`src/rtl/uart_pkg.sv`:
```
// Shared definitions for the UART transmit path: data width, default
// buffer sizing and the FIFO controller state encoding.
package uart_pkg;

  localparam int UART_DATA_W     = 8;
  localparam int DEF_DEPTH       = 16;
  localparam int DEF_ADDR_W      = 4;
  localparam int DEF_TIMEOUT_CYC = 8192;

  typedef enum logic {
    IDLE      = 1'b0,
    WAIT_DONE = 1'b1
  } tx_state_e;

endpackage

```
`src/rtl/sync_fifo.sv`:
```
// Single-clock FIFO with a separately maintained occupancy counter.
// The head entry is presented combinationally from the storage array
// (rd_data = mem[rd_ptr]), so a pop consumes the byte already visible.
module sync_fifo #(
  parameter int WIDTH  = 8,
  parameter int DEPTH  = 16,
  parameter int ADDR_W = 4
) (
  input  logic              clk,
  input  logic              rst_n,
  input  logic              push,
  input  logic              pop,
  input  logic [WIDTH-1:0]  wr_data,
  output logic [WIDTH-1:0]  rd_data,
  output logic [ADDR_W:0]   count,
  output logic              full,
  output logic              empty
);

  localparam logic [ADDR_W:0]   FULL_CNT = (ADDR_W+1)'(DEPTH);
  localparam logic [ADDR_W:0]   CNT_ONE  = (ADDR_W+1)'(1);
  localparam logic [ADDR_W-1:0] PTR_ONE  = ADDR_W'(1);

  logic [WIDTH-1:0]  mem_r [DEPTH];
  logic [ADDR_W-1:0] wr_ptr_r;
  logic [ADDR_W-1:0] rd_ptr_r;
  logic [ADDR_W:0]   count_r;
  logic              push_s;
  logic              pop_s;

  // Full/empty come from the registered count; strobes are qualified so
  // an illegal push or pop can never corrupt the pointers.
  assign full    = (count_r == FULL_CNT);
  assign empty   = (count_r == '0);
  assign count   = count_r;
  assign rd_data = mem_r[rd_ptr_r];
  assign push_s  = push && !full;
  assign pop_s   = pop && !empty;

  // Storage array write port; contents are cleared on reset.
  always_ff @(posedge clk or negedge rst_n) begin
    if (!rst_n) begin
      for (int i = 0; i < DEPTH; i++) begin
        mem_r[i] <= '0;
      end
    end else if (push_s) begin
      mem_r[wr_ptr_r] <= wr_data;
    end
  end

  // Pointer advance with natural wrap and occupancy tracking.
  always_ff @(posedge clk or negedge rst_n) begin
    if (!rst_n) begin
      wr_ptr_r <= '0;
      rd_ptr_r <= '0;
      count_r  <= '0;
    end else begin
      if (push_s) begin
        wr_ptr_r <= wr_ptr_r + PTR_ONE;
      end
      if (pop_s) begin
        rd_ptr_r <= rd_ptr_r + PTR_ONE;
      end
      case ({push_s, pop_s})
        2'b10:   count_r <= count_r + CNT_ONE;
        2'b01:   count_r <= count_r - CNT_ONE;
        default: count_r <= count_r;
      endcase
    end
  end

endmodule

```
`src/rtl/uart_tx_fifo_ctrl.sv`:
```
// Buffered front end for uart_tx: queues system-side bytes and launches
// them one frame at a time over the start/busy/done handshake, with a
// watchdog that abandons a frame whose done pulse never arrives.
module uart_tx_fifo_ctrl
  import uart_pkg::*;
#(
  parameter int DEPTH       = DEF_DEPTH,
  parameter int ADDR_W      = DEF_ADDR_W,
  parameter int TIMEOUT_CYC = DEF_TIMEOUT_CYC
) (
  input  logic                   clk,
  input  logic                   rst_n,
  input  logic                   wr_en,
  input  logic [UART_DATA_W-1:0] wr_data,
  output logic                   full,
  output logic                   empty,
  output logic [ADDR_W:0]        count,
  output logic                   overflow,
  output logic                   tx_timeout,
  output logic                   uart_tx_start,
  output logic [UART_DATA_W-1:0] uart_tx_data,
  input  logic                   uart_tx_busy,
  input  logic                   uart_tx_done
);

  localparam int            WD_W    = $clog2(TIMEOUT_CYC);
  localparam logic [WD_W-1:0] WD_LAST = WD_W'(TIMEOUT_CYC - 1);
  localparam logic [WD_W-1:0] WD_ONE  = WD_W'(1);

  tx_state_e              state_r, state_n;
  logic [WD_W-1:0]        wd_r, wd_n;
  logic                   start_r, start_n;
  logic [UART_DATA_W-1:0] data_r, data_n;
  logic                   timeout_r, timeout_n;
  logic                   overflow_r;
  logic                   pop_s;
  logic [UART_DATA_W-1:0] head_s;

  sync_fifo #(
    .WIDTH  (UART_DATA_W),
    .DEPTH  (DEPTH),
    .ADDR_W (ADDR_W)
  ) u_fifo (
    .clk     (clk),
    .rst_n   (rst_n),
    .push    (wr_en),
    .pop     (pop_s),
    .wr_data (wr_data),
    .rd_data (head_s),
    .count   (count),
    .full    (full),
    .empty   (empty)
  );

  assign uart_tx_start = start_r;
  assign uart_tx_data  = data_r;
  assign tx_timeout    = timeout_r;
  assign overflow      = overflow_r;

  // Flag a write that arrived while the registered full flag was set.
  always_ff @(posedge clk or negedge rst_n) begin
    if (!rst_n) begin
      overflow_r <= 1'b0;
    end else begin
      overflow_r <= wr_en && full;
    end
  end

  // FSM, watchdog and launch registers.
  always_ff @(posedge clk or negedge rst_n) begin
    if (!rst_n) begin
      state_r   <= IDLE;
      wd_r      <= '0;
      start_r   <= 1'b0;
      data_r    <= '0;
      timeout_r <= 1'b0;
    end else begin
      state_r   <= state_n;
      wd_r      <= wd_n;
      start_r   <= start_n;
      data_r    <= data_n;
      timeout_r <= timeout_n;
    end
  end

  // Next-state logic: launch from IDLE when the transmitter is free, chain
  // back-to-back on done, and give up when the watchdog expires.
  always_comb begin
    state_n   = state_r;
    wd_n      = wd_r;
    start_n   = 1'b0;
    data_n    = data_r;
    timeout_n = 1'b0;
    pop_s     = 1'b0;
    case (state_r)
      IDLE: begin
        if (!empty && !uart_tx_busy) begin
          pop_s   = 1'b1;
          start_n = 1'b1;
          data_n  = head_s;
          wd_n    = '0;
          state_n = WAIT_DONE;
        end else begin
          state_n = IDLE;
        end
      end
      WAIT_DONE: begin
        if (uart_tx_done) begin
          wd_n = '0;
          if (!empty) begin
            pop_s   = 1'b1;
            start_n = 1'b1;
            data_n  = head_s;
            state_n = WAIT_DONE;
          end else begin
            state_n = IDLE;
          end
        end else if (wd_r == WD_LAST) begin
          timeout_n = 1'b1;
          wd_n      = '0;
          state_n   = IDLE;
        end else begin
          wd_n = wd_r + WD_ONE;
        end
      end
      default: begin
        state_n = IDLE;
        wd_n    = '0;
      end
    endcase
  end

endmodule

```
`config.mk`:
```
export PLATFORM = sky130hd
export DESIGN_NAME = uart_tx_fifo_ctrl
export DESIGN_NICKNAME = d
export VERILOG_FILES = /design/src/rtl/uart_pkg.sv /design/src/rtl/sync_fifo.sv /design/src/rtl/uart_tx_fifo_ctrl.sv
export SDC_FILE = /design/constraint.sdc
export NUM_CORES = 1
export LEC_CHECK = 0
export CAP_MARGIN = 20
export CORE_MARGIN = 1.5
export CORE_UTILIZATION = 30
export CTS_BUF_LIST = sky130_fd_sc_hd__clkbuf_4
export DETAILED_ROUTE_END_ITERATION = 7
export SLEW_MARGIN = 20
export SYNTH_ARGS = -nofsm -noshare
export SYNTH_HDL_FRONTEND = slang
export SYNTH_HIERARCHICAL = 1
export SYNTH_SLANG_ARGS = --single-unit
```
`constraint.sdc`:
```
create_clock -name clk -period 2.8 [get_ports clk]
set_input_delay 0.56 -clock clk [delete_from_list [all_inputs] [get_ports clk]]
set_output_delay 0.56 -clock clk [all_outputs]
set_load 0.01 [all_outputs]
```
======== Word-level counts from Yosys, hierarchy flattened ========
Index checks and enable logic that the tools add are counted.
operators by class
  bitwise logic cells ..................... 3
  reduce and logical (&&, ||, !) cells .... 11
  magnitude comparators ................... 3
  muxes and demuxes ....................... 25
  add/subtract/negate cells ............... 5
  eq/ne operators ......................... 7
operator list
  kind                     count
  $bwmux W128              1
  $mux W8                  6
  $mux W13                 3
  $bmux W8 S4              1
  $demux W8 S4             1
  $pmux W13 S2             1
  $pmux W8 S2              1
  $add A13 B1 Y13 const B  1
  $eq A13 B13 Y1 const B   1
  $ge A5 B5 Y1 const B     2
  $not A4 Y5               2
  $pmux W5 S2              1
  $add A4 B1 Y4 const B    2
  $mux W1                  8
  $ne A2 B2 Y1 const B     3
  $add A5 B1 Y5 const B    1
  $eq A5 B5 Y1 const B     1
  $logic_and A1 B1 Y1      5
  $logic_not A5 Y1         1
  $lt A5 B1 Y1 const B     1
  $sub A5 B1 Y5 const B    1
  $pmux W1 S2              2
  $logic_not A1 Y1         3
  $reduce_and A3 Y1        1
  other kinds (4)          4
storage, ports and cells
  output and inout bits ................... 18
  logic and storage cells ................. 79
  bits of input ports ..................... 13
  flip-flop bits (word level) ............. 166

======== Longest topological paths before layout ========
Gate-level depths: netlist of run 1.
  depth after elaboration ................. 8
  mapped depth ............................ 13
  gate-level depth less buffers ........... 12

======== Hierarchy ========
The synthesis of run 1 kept the hierarchy.
modules (own cells, without submodules)
  module             area each (µm²)  times used  seq. area each (µm²)  cells an instance
  sync_fifo          6,620.1          1           3,528.4               472
  uart_tx_fifo_ctrl  1,187.4          1           625.6                 107

======== Worst setup path after synthesis of run 1 ========
Ideal clock, no wire load.
  path kind ............................... reg-to-reg
  from .................................... register u_fifo.count_r[1], in the netlist u_fifo/count[1]
  to ...................................... register u_fifo.count_r[4], in the netlist u_fifo/count[4]
  slack ................................... -0.542 ns
  required time ........................... 2.672 ns
  path buffers ............................ 1
  period minus slack after synthesis ...... 3.342 ns
  arrival time ............................ 3.214 ns
  setup time .............................. 0.128 ns
  cell stages (with the launch flop) ...... 13
  cell sequence ........................... dfrtp_1 > nor4_2 > nor2b_1 > nor3_4 > nor2b_1 > clkbuf_1 > ha_1 > ha_1 > nor2b_1 > o21ai_0 > a21oi_1 > or3b_2 > xnor2_1
between the ends
  cells in the longest elaborated chain, start to end .. 8
  elaborated cells between the ends (all ways) .. 17
  those cells by class .................... 2 x add/sub; 3 x eq/ne; 5 x mux; 7 x reduce/logical
RTL lines
  element                                            line                     source
  start, declared                                    sync_fifo.sv:27          logic [ADDR_W:0] count_r;
  start signal, assigned                             sync_fifo.sv:65          2'b10: count_r <= count_r + CNT_ONE;
  start signal, assigned                             sync_fifo.sv:66          2'b01: count_r <= count_r - CNT_ONE;
  start signal, assigned                             sync_fifo.sv:67          default: count_r <= count_r;
  $logic_not A5 Y1 (*)                               sync_fifo.sv:34          assign empty = (count_r == '0);
  net empty                                          uart_tx_fifo_ctrl.sv:16  output logic empty,
  $logic_not A1 Y1                                   uart_tx_fifo_ctrl.sv:97  if (!empty && !uart_tx_busy) begin
  $logic_and A1 B1 Y1                                uart_tx_fifo_ctrl.sv:97
  $mux W1                                            uart_tx_fifo_ctrl.sv:97
  $pmux W1 S2 (*)                                    uart_tx_fifo_ctrl.sv:95  case (state_r)
  net pop_s                                          uart_tx_fifo_ctrl.sv:36  logic pop_s;
  $logic_and A1 B1 Y1 (*)                            sync_fifo.sv:38          assign pop_s = pop && !empty;
  net u_fifo.pop_s                                   sync_fifo.sv:29          logic pop_s;
  $eq A2 B1 Y1 or $eq A2 B2 Y1 (tied branches)       sync_fifo.sv:64          case ({push_s, pop_s})
  $pmux W5 S2 or $reduce_bool A2 Y1 (tied branches)  n/a
Mark *: on every way through the listed nets, which the timed path passes. The rest lies on a longest branch.
A chain may end at the register's enable or synchronous reset.

======== Final worst setup path of run 1 ========
  from .................................... register u_fifo.count_r[0], in the netlist u_fifo/count[0]
  to ...................................... register u_fifo.count_r[4], in the netlist u_fifo/count[4]
between the ends
  cells in the longest elaborated chain, start to end .. 8
  elaborated cells between the ends (all ways) .. 17
  those cells by class .................... 2 x add/sub; 3 x eq/ne; 5 x mux; 7 x reduce/logical
RTL lines
  element                                            line
  $logic_not A5 Y1 (*)                               sync_fifo.sv:34
  $logic_not A1 Y1                                   uart_tx_fifo_ctrl.sv:97
  $logic_and A1 B1 Y1                                uart_tx_fifo_ctrl.sv:97
  $mux W1                                            uart_tx_fifo_ctrl.sv:97
  $pmux W1 S2 (*)                                    uart_tx_fifo_ctrl.sv:95
  net pop_s                                          uart_tx_fifo_ctrl.sv:36
  $logic_and A1 B1 Y1 (*)                            sync_fifo.sv:38
  $eq A2 B1 Y1 or $eq A2 B2 Y1 (tied branches)       sync_fifo.sv:64
  $pmux W5 S2 or $reduce_bool A2 Y1 (tied branches)  n/a
Marks and branches as above.

==> run metrics, run 1 <==
Vias 4770; clock buffer depth 2; initial antenna violation count 1; Placer Congestion 0.765; kind of critical path reg2reg; Final period util 96.7%; fin. max-slew vios 0; IO Count 31; Total Power 9.98 mW; Initial Util 30.8%; vias in the first global route 5197; Worst setup SP type flop; Worst Path Required 3.25 ns; fmax 369 MHz; share of post-route cells with drive strength above 1 33.7%; first-pass GRT wire length 28000 um; IO Port Bufs 30; Rel. slew slack 53.8%; power per cell area 1120 nW/um^2; Mapped Cells 579; register clock-pin slew on the reported worst setup and hold paths 0.13 ns; status complete, no violations; Area Overhead vs Synth 14.5%; All-Layer GR Usage 13.5%; fin worst setup slack 0.0926 ns; R2R depth 11; Final Instance Area 8940 um^2; largest net degree at the start of global routing 72; placed cell area 8590 um^2; Worst Path Arrival 3.16 ns; hold endpoint u_fifo/mem_r[78]$_DFFE_PN0P_; crit path time final 2.71 ns; Static Leak 3.89 nW; Std-Cell Rows 58; Antenna Nets Post-Route 0; Hold Violations, Final 0; ordered cell list for the critical path nor4_4 -> nor2b_4 -> nor3_4 -> nor2b_2 -> ha_4 -> buf_4 -> ha_1 -> o21ai_1 -> a21oi_1 -> or3b_4 -> xnor2_1; pre-CTS WS -0.356 ns; hold wc startpoint u_fifo/mem_r[78]$_DFFE_PN0P_; WL final 16900 um; starting DRC count in detailed routing 198; Detail Placement HPWL 11800 um; flop-to-flop setup slack 0.09 ns; Seq/Total Area, Yosys 53.2%; Ys Warns 6; post-synth cell types 42; CP Launch Point u_fifo/count[0]$_DFFE_PN0P_; CTS Buf Count 17; Die Footprint 27000 um^2; count of final setup violators 0; fin nets 640; GRT overflow 0; cell area after synthesis 7810 um^2; Worst Max-Slew Pin Slew 0.692 ns; Die Ht 164 um; TritonCTS clock tree done; die width 164 um; Sink Count 166; core area 25300 um^2; Mapped Nets 603; clk_lat worst skew 0.56 ns; FF+latch count, synth 166; FF-to-FF Start u_fifo/count[0]$_DFFE_PN0P_; via/cell ratio 4.97; drt pass-1 iters 5; Worst Skew 0.0301 ns; Clock Tree Root clkbuf_4; H-tree levels 4; hold depth 1; reg2reg end u_fifo/count[4]$_DFFE_PN0P_; HP Class reg2reg; critical path fanouts, max 5; CP max stage cell dfrtp_2; drt drc 0; worst vdd ir 0.000476 V; Crit. End Element flop; Max Cap Viol 0; wire length per cell 17.6 um; syn avg cell area 13.5 um^2; Worst path max stage delay 0.48 ns
## power breakdown
part           switching, mW  internal, mW
clock network          0.866         0.652
logic                   1.91          2.33
registers              0.730          3.49
## per-stage QoR
step	util (%)	hold slack (ns)	cells	setup TNS, ns
3_5_place_dp	33.9	0.481	923	-0.465
3_3_place_gp	33.9	0.473	923	-0.283
5_1_grt	35.3	0.519	960	-0.00343
2_1_floorplan	-	0.264	579	0
6_report	35.3	0.502	960	0
4_1_cts	35.2	0.508	958	0
## registers in the layout, indices dropped and copies added, names as in the netlist
name             count
u_fifo/mem_r       128
wd_r                13
uart_tx_data         8
u_fifo/count         5
u_fifo/rd_ptr_r      4
u_fifo/wr_ptr_r      4
overflow             1
state_r              1
tx_timeout           1
uart_tx_start        1
## cell type report
| type | count | area [um^2] |
|---|---|---|
| fillers | 2409 | 16400 |
| flip-flops and latches | 166 | 4160 |
| multi-input cells | 370 | 3520 |
| repair buffers | 52 | 497 |
| well taps | 330 | 413 |
| clock inverters | 13 | 169 |
| clock buffers | 19 | 143 |
| inverters | 9 | 36.3 |
| diodes | 1 | 2.50 |
## cells in the final DEF (no fill, tap or decap), types with 8 or more instances in the layout
cell	Yosys	routed
a221oi_1	8	8
nor2_1	8	8
a22oi_1	8	8
clkbuf_4	0	19
a21oi_1	21	21
mux4_2	16	16
nand3_1	14	14
mux2_1	32	32
ha_1	10	8
mux2i_1	25	25
clkdlybuf4s50_1	0	28
mux2_2	114	114
nand2_1	23	23
o21ai_0	26	25
inv_1	9	8
buf_4	1	19
dfrtp_1	166	162
## critical path: cells and delay by family (launching register included)
family,cells,cell delay (ns)
AO/OA/AOI/OAI,2,0.22
XOR/XNOR,1,0.13
adder cells (fa/ha/maj),2,0.47
buffers and inverters,1,0.14
flip-flops,1,0.48
AND/OR/NAND/NOR,5,1.17
## per-layer routing
layer  routed length [um]  global-route usage [%]
met2                 8580                    23.1
met5                    0                       0
met1                 7630                    17.0
met4                  306                    4.92
met3                  415                    2.53
## timing repair
item	in CTS	in global routing
hold endpoints to repair	48	0
buffers inserted	2	1
pin swaps	1	0
resized for setup	0	2
hold buffers	1	0
setup endpoints to repair	1	2
## Yosys cell counts
library cell,number,share of area [%]
nand2_1,23,1.1
nand2b_1,2,0.16
mux2_2,114,16
nor4_2,1,0.16
buf_4,1,0.096
nand3_2,5,0.64
a22o_1,2,0.22
nor2_1,8,0.38
nor2b_1,8,0.64
buf_1,1,0.048
a22oi_1,8,0.77
nor3_1,1,0.064
or3b_2,1,0.11
buf_2,10,0.64
a31oi_1,4,0.32
a211oi_2,1,0.16
and2_1,3,0.24
inv_1,9,0.43
buf_6,2,0.29
nand2_2,4,0.32
a221oi_1,8,0.90
dfrtp_1,166,53
a41oi_4,1,0.35
nor3_4,1,0.21
nand4_1,2,0.16
ha_1,10,1.6
o21ai_0,26,1.7
o211ai_1,2,0.19
a21oi_1,21,1.3
and3_1,7,0.56
and4_1,3,0.34
xor2_1,3,0.34
nand3_1,14,0.90
a21o_1,2,0.19
or2_2,3,0.24
mux2i_1,25,3.2
clkbuf_1,20,0.96
fa_1,1,0.26
mux4_2,16,4.6
mux2_1,32,4.6
xnor2_1,7,0.79
a32oi_1,1,0.11
## worst max-delay path by stage
stage,end,slack (ns),depth (start not counted)
2_1_floorplan,u_fifo/count[4]$_DFFE_PN0P_,0.0001,12
3_3_place_gp,u_fifo/count[4]$_DFFE_PN0P_,-0.28,12
3_5_place_dp,u_fifo/count[4]$_DFFE_PN0P_,-0.36,12
4_1_cts,empty,0.004,3
5_1_grt,u_fifo/count[4]$_DFFE_PN0P_,-0.003,11
6_report,u_fifo/count[4]$_DFFE_PN0P_,0.09,11
## kinds of logic (layout without fill, tap and decap cells)
family,after synthesis,after routing,synth area share [%]
muxes,187,187,28.9
DFF,166,166,53.2
and+or+nand+nor,86,86,6.23
AOI/OAI and AO/OA,76,76,6.23
buffers and inverters,43,93,2.47
adders and majority gates,11,11,1.86
xor gates and xnor gates,10,10,1.12
other,0,1,0
No activity file was read; power rests on OpenSTA's default activity.
==> run 2, diff against run 1 <==
Settings changed: SLEW_MARGIN 20 to 10.
==> results of run 2 <==
No change in the layout: final DEF, timing and power equal those of run 1.
==> run 3, diff against run 2 <==
Clock period 2.8 ns to 2.43 ns, I/O delays scaled along.
==> run metrics, run 3 (synthesized netlist as in run 1, its figures left out) <==
CP Launch Point u_fifo/count[2]$_DFFE_PN0P_ (was u_fifo/count[0]$_DFFE_PN0P_); via/cell ratio 4.93 (was 4.97); drt drc 0 (unchanged); Worst Path Required 2.90 ns (was 3.25 ns); Area Overhead vs Synth 16.8% (was 14.5%); WL final 16700 um (was 16900 um); DR WL met3 291 um (was 415 um); wire length per cell 17.1 um (was 17.6 um); GRT overflow 0 (unchanged); Max Used Layer met4 (unchanged); R2R depth 12 (was 11); Vias 4812 (was 4770); Die Ht 164 um (unchanged); Antenna Nets Post-Route 0 (unchanged); max reg flops 128 (unchanged); Sink Count 166 (unchanged); worst vdd ir 0.000342 V (was 0.000476 V); Max Cap Viol 0 (unchanged); count of final setup violators 1 (was 0); Met2 Routed Length 8550 um (was 8580 um); CTS Buf Count 17 (unchanged); initial antenna violation count 1 (unchanged); H-tree levels 4 (unchanged); Worst setup SP type flop (unchanged); leading cell type in the layout, fill and taps excluded dfrtp_1 (unchanged); fin nets 657 (was 640); Final period util 109% (was 96.7%); flop-to-flop setup slack -0.21 ns (was 0.09 ns); fmax 378 MHz (was 369 MHz); Placer Congestion 0.752 (was 0.765); clk_lat worst skew 0.57 ns (was 0.56 ns); Worst Max-Slew Pin Slew 0.734 ns (was 0.692 ns); register clock-pin slew on the reported worst setup and hold paths 0.15 ns (was 0.13 ns); Rel. slew slack 50.9% (was 53.8%); core area 25300 um^2 (unchanged); FF-to-FF Start u_fifo/count[2]$_DFFE_PN0P_ (was u_fifo/count[0]$_DFFE_PN0P_); HP Class in2async (was reg2reg); crit path time final 2.64 ns (was 2.71 ns); WL met1 7510 um (was 7630 um); commonest cells after routing, fill and taps aside dfrtp_1, mux2_2, mux2_1, buf_4, clkdlybuf4s50_1 (was dfrtp_1, mux2_2, mux2_1, clkdlybuf4s50_1); Static Leak 3.98 nW (was 3.89 nW); clock buffer depth 2 (unchanged); share of post-route cells with drive strength above 1 36.7% (was 33.7%); first-pass GRT wire length 27500 um (was 28000 um); fillers 2392 (was 2409); fin. max-slew vios 0 (unchanged); Crit. End Element flop (unchanged); largest net degree at the start of global routing 73 (was 72); Detail Placement HPWL 11700 um (was 11800 um); unrepaired setup endpoints after global routing true; All-Layer GR Usage 13.4% (was 13.5%); drt pass-1 iters 4 (was 5); Reg with most FFs u_fifo/mem_r (unchanged); Std-Cell Rows 58 (unchanged); die width 164 um (unchanged); Hold Violations, Final 0 (unchanged); power per cell area 1270 nW/um^2 (was 1120 nW/um^2); kind of critical path reg2reg (unchanged); critical path fanouts, max 3 (was 5); failing checks negative setup slack; Total Power 11.6 mW (was 9.98 mW); Worst Path Arrival 3.11 ns (was 3.16 ns); TritonCTS clock tree done (unchanged); fin worst setup slack -0.212 ns (was 0.0926 ns); vias in the first global route 5286 (was 5197); status finished, violations left (was complete, no violations); Initial Util 30.8% (unchanged); Clock Tree Root clkbuf_4 (unchanged); Min Hold Slack 0.382 ns (was 0.502 ns); reg2reg end u_fifo/count[4]$_DFFE_PN0P_ (unchanged); IO Port Bufs 30 (unchanged); IO Count 31 (unchanged); Die Footprint 27000 um^2 (unchanged); Worst Skew 0.0247 ns (was 0.0301 ns); starting DRC count in detailed routing 191 (was 198)
run 3: area by class of cell:
cell class                 count  area, um^2  area share (%)
clock inverter                15         141            1.55
antenna                        1        2.50          0.0274
inverter                       9        33.8           0.371
tap                          330         413            4.53
timing repair buffer          69         698            7.66
clock buffer                  17         128            1.40
multi-input combinational    370        3540            38.9
sequential                   166        4160            45.6
run 3: worst max-delay path by stage:
stage	end	slack [ns]
4_1_cts	u_fifo/count[4]$_DFFE_PN0P_	-0.26
5_1_grt	u_fifo/count[4]$_DFFE_PN0P_	-0.30
3_5_place_dp	u_fifo/count[4]$_DFFE_PN0P_	-0.62
6_report	u_fifo/count[4]$_DFFE_PN0P_	-0.21
3_3_place_gp	u_fifo/count[4]$_DFFE_PN0P_	-0.60
2_1_floorplan	u_fifo/count[4]$_DFFE_PN0P_	-0.36
run 3: what timing repair did:
action	4_1_cts	5_1_grt
hold buffers	1	0
setup endpoints to repair	4	4
pin swaps	5	11
hold endpoints to repair	42	0
gates resized for setup	14	9
setup buffers	1	1
run 3: critical path, stage by stage, from the launching register on:
cell and delay, ns:
dfrtp_2 0.45, nor4_4 0.30, nor2b_4 0.23, nor3_4 0.05, nor2b_4 0.14, ha_4 0.16, buf_6 0.12, ha_4 0.21
nor2b_4 0.12, o21ai_2 0.15, a21oi_1 0.08, or3b_4 0.39, xnor2_2 0.15
run 3: through the flow:
step | utilization (%) | worst slack [ns] | std cells | TNS (ns) | cell area, um^2
finish | 36.0 | -0.212 | 977 | -0.212 | 9120
global route | 36.0 | -0.304 | 977 | -0.368 | 9120
CTS | 35.9 | -0.256 | 975 | -0.256 | 9080
detailed placement | 34.6 | -0.620 | 941 | -1.07 | 8770
global placement | 34.6 | -0.602 | 941 | -1.01 | 8770
floorplan | - | -0.365 | 579 | -0.485 | 7860
run 3: report_power, final:
group	total [mW]	leakage (nW)	switching, mW	internal [mW]
registers	4.79	2.07	0.772	4.02
clock network	1.57	0.150	1.03	0.534
logic	5.20	1.77	2.30	2.90
run 3: layer usage:
metal	vias up	track usage [%]
met3	23	2.30
li1	2230	-
met4	0	5.66
met2	58	23.3
met5	-	0
met1	2501	16.2
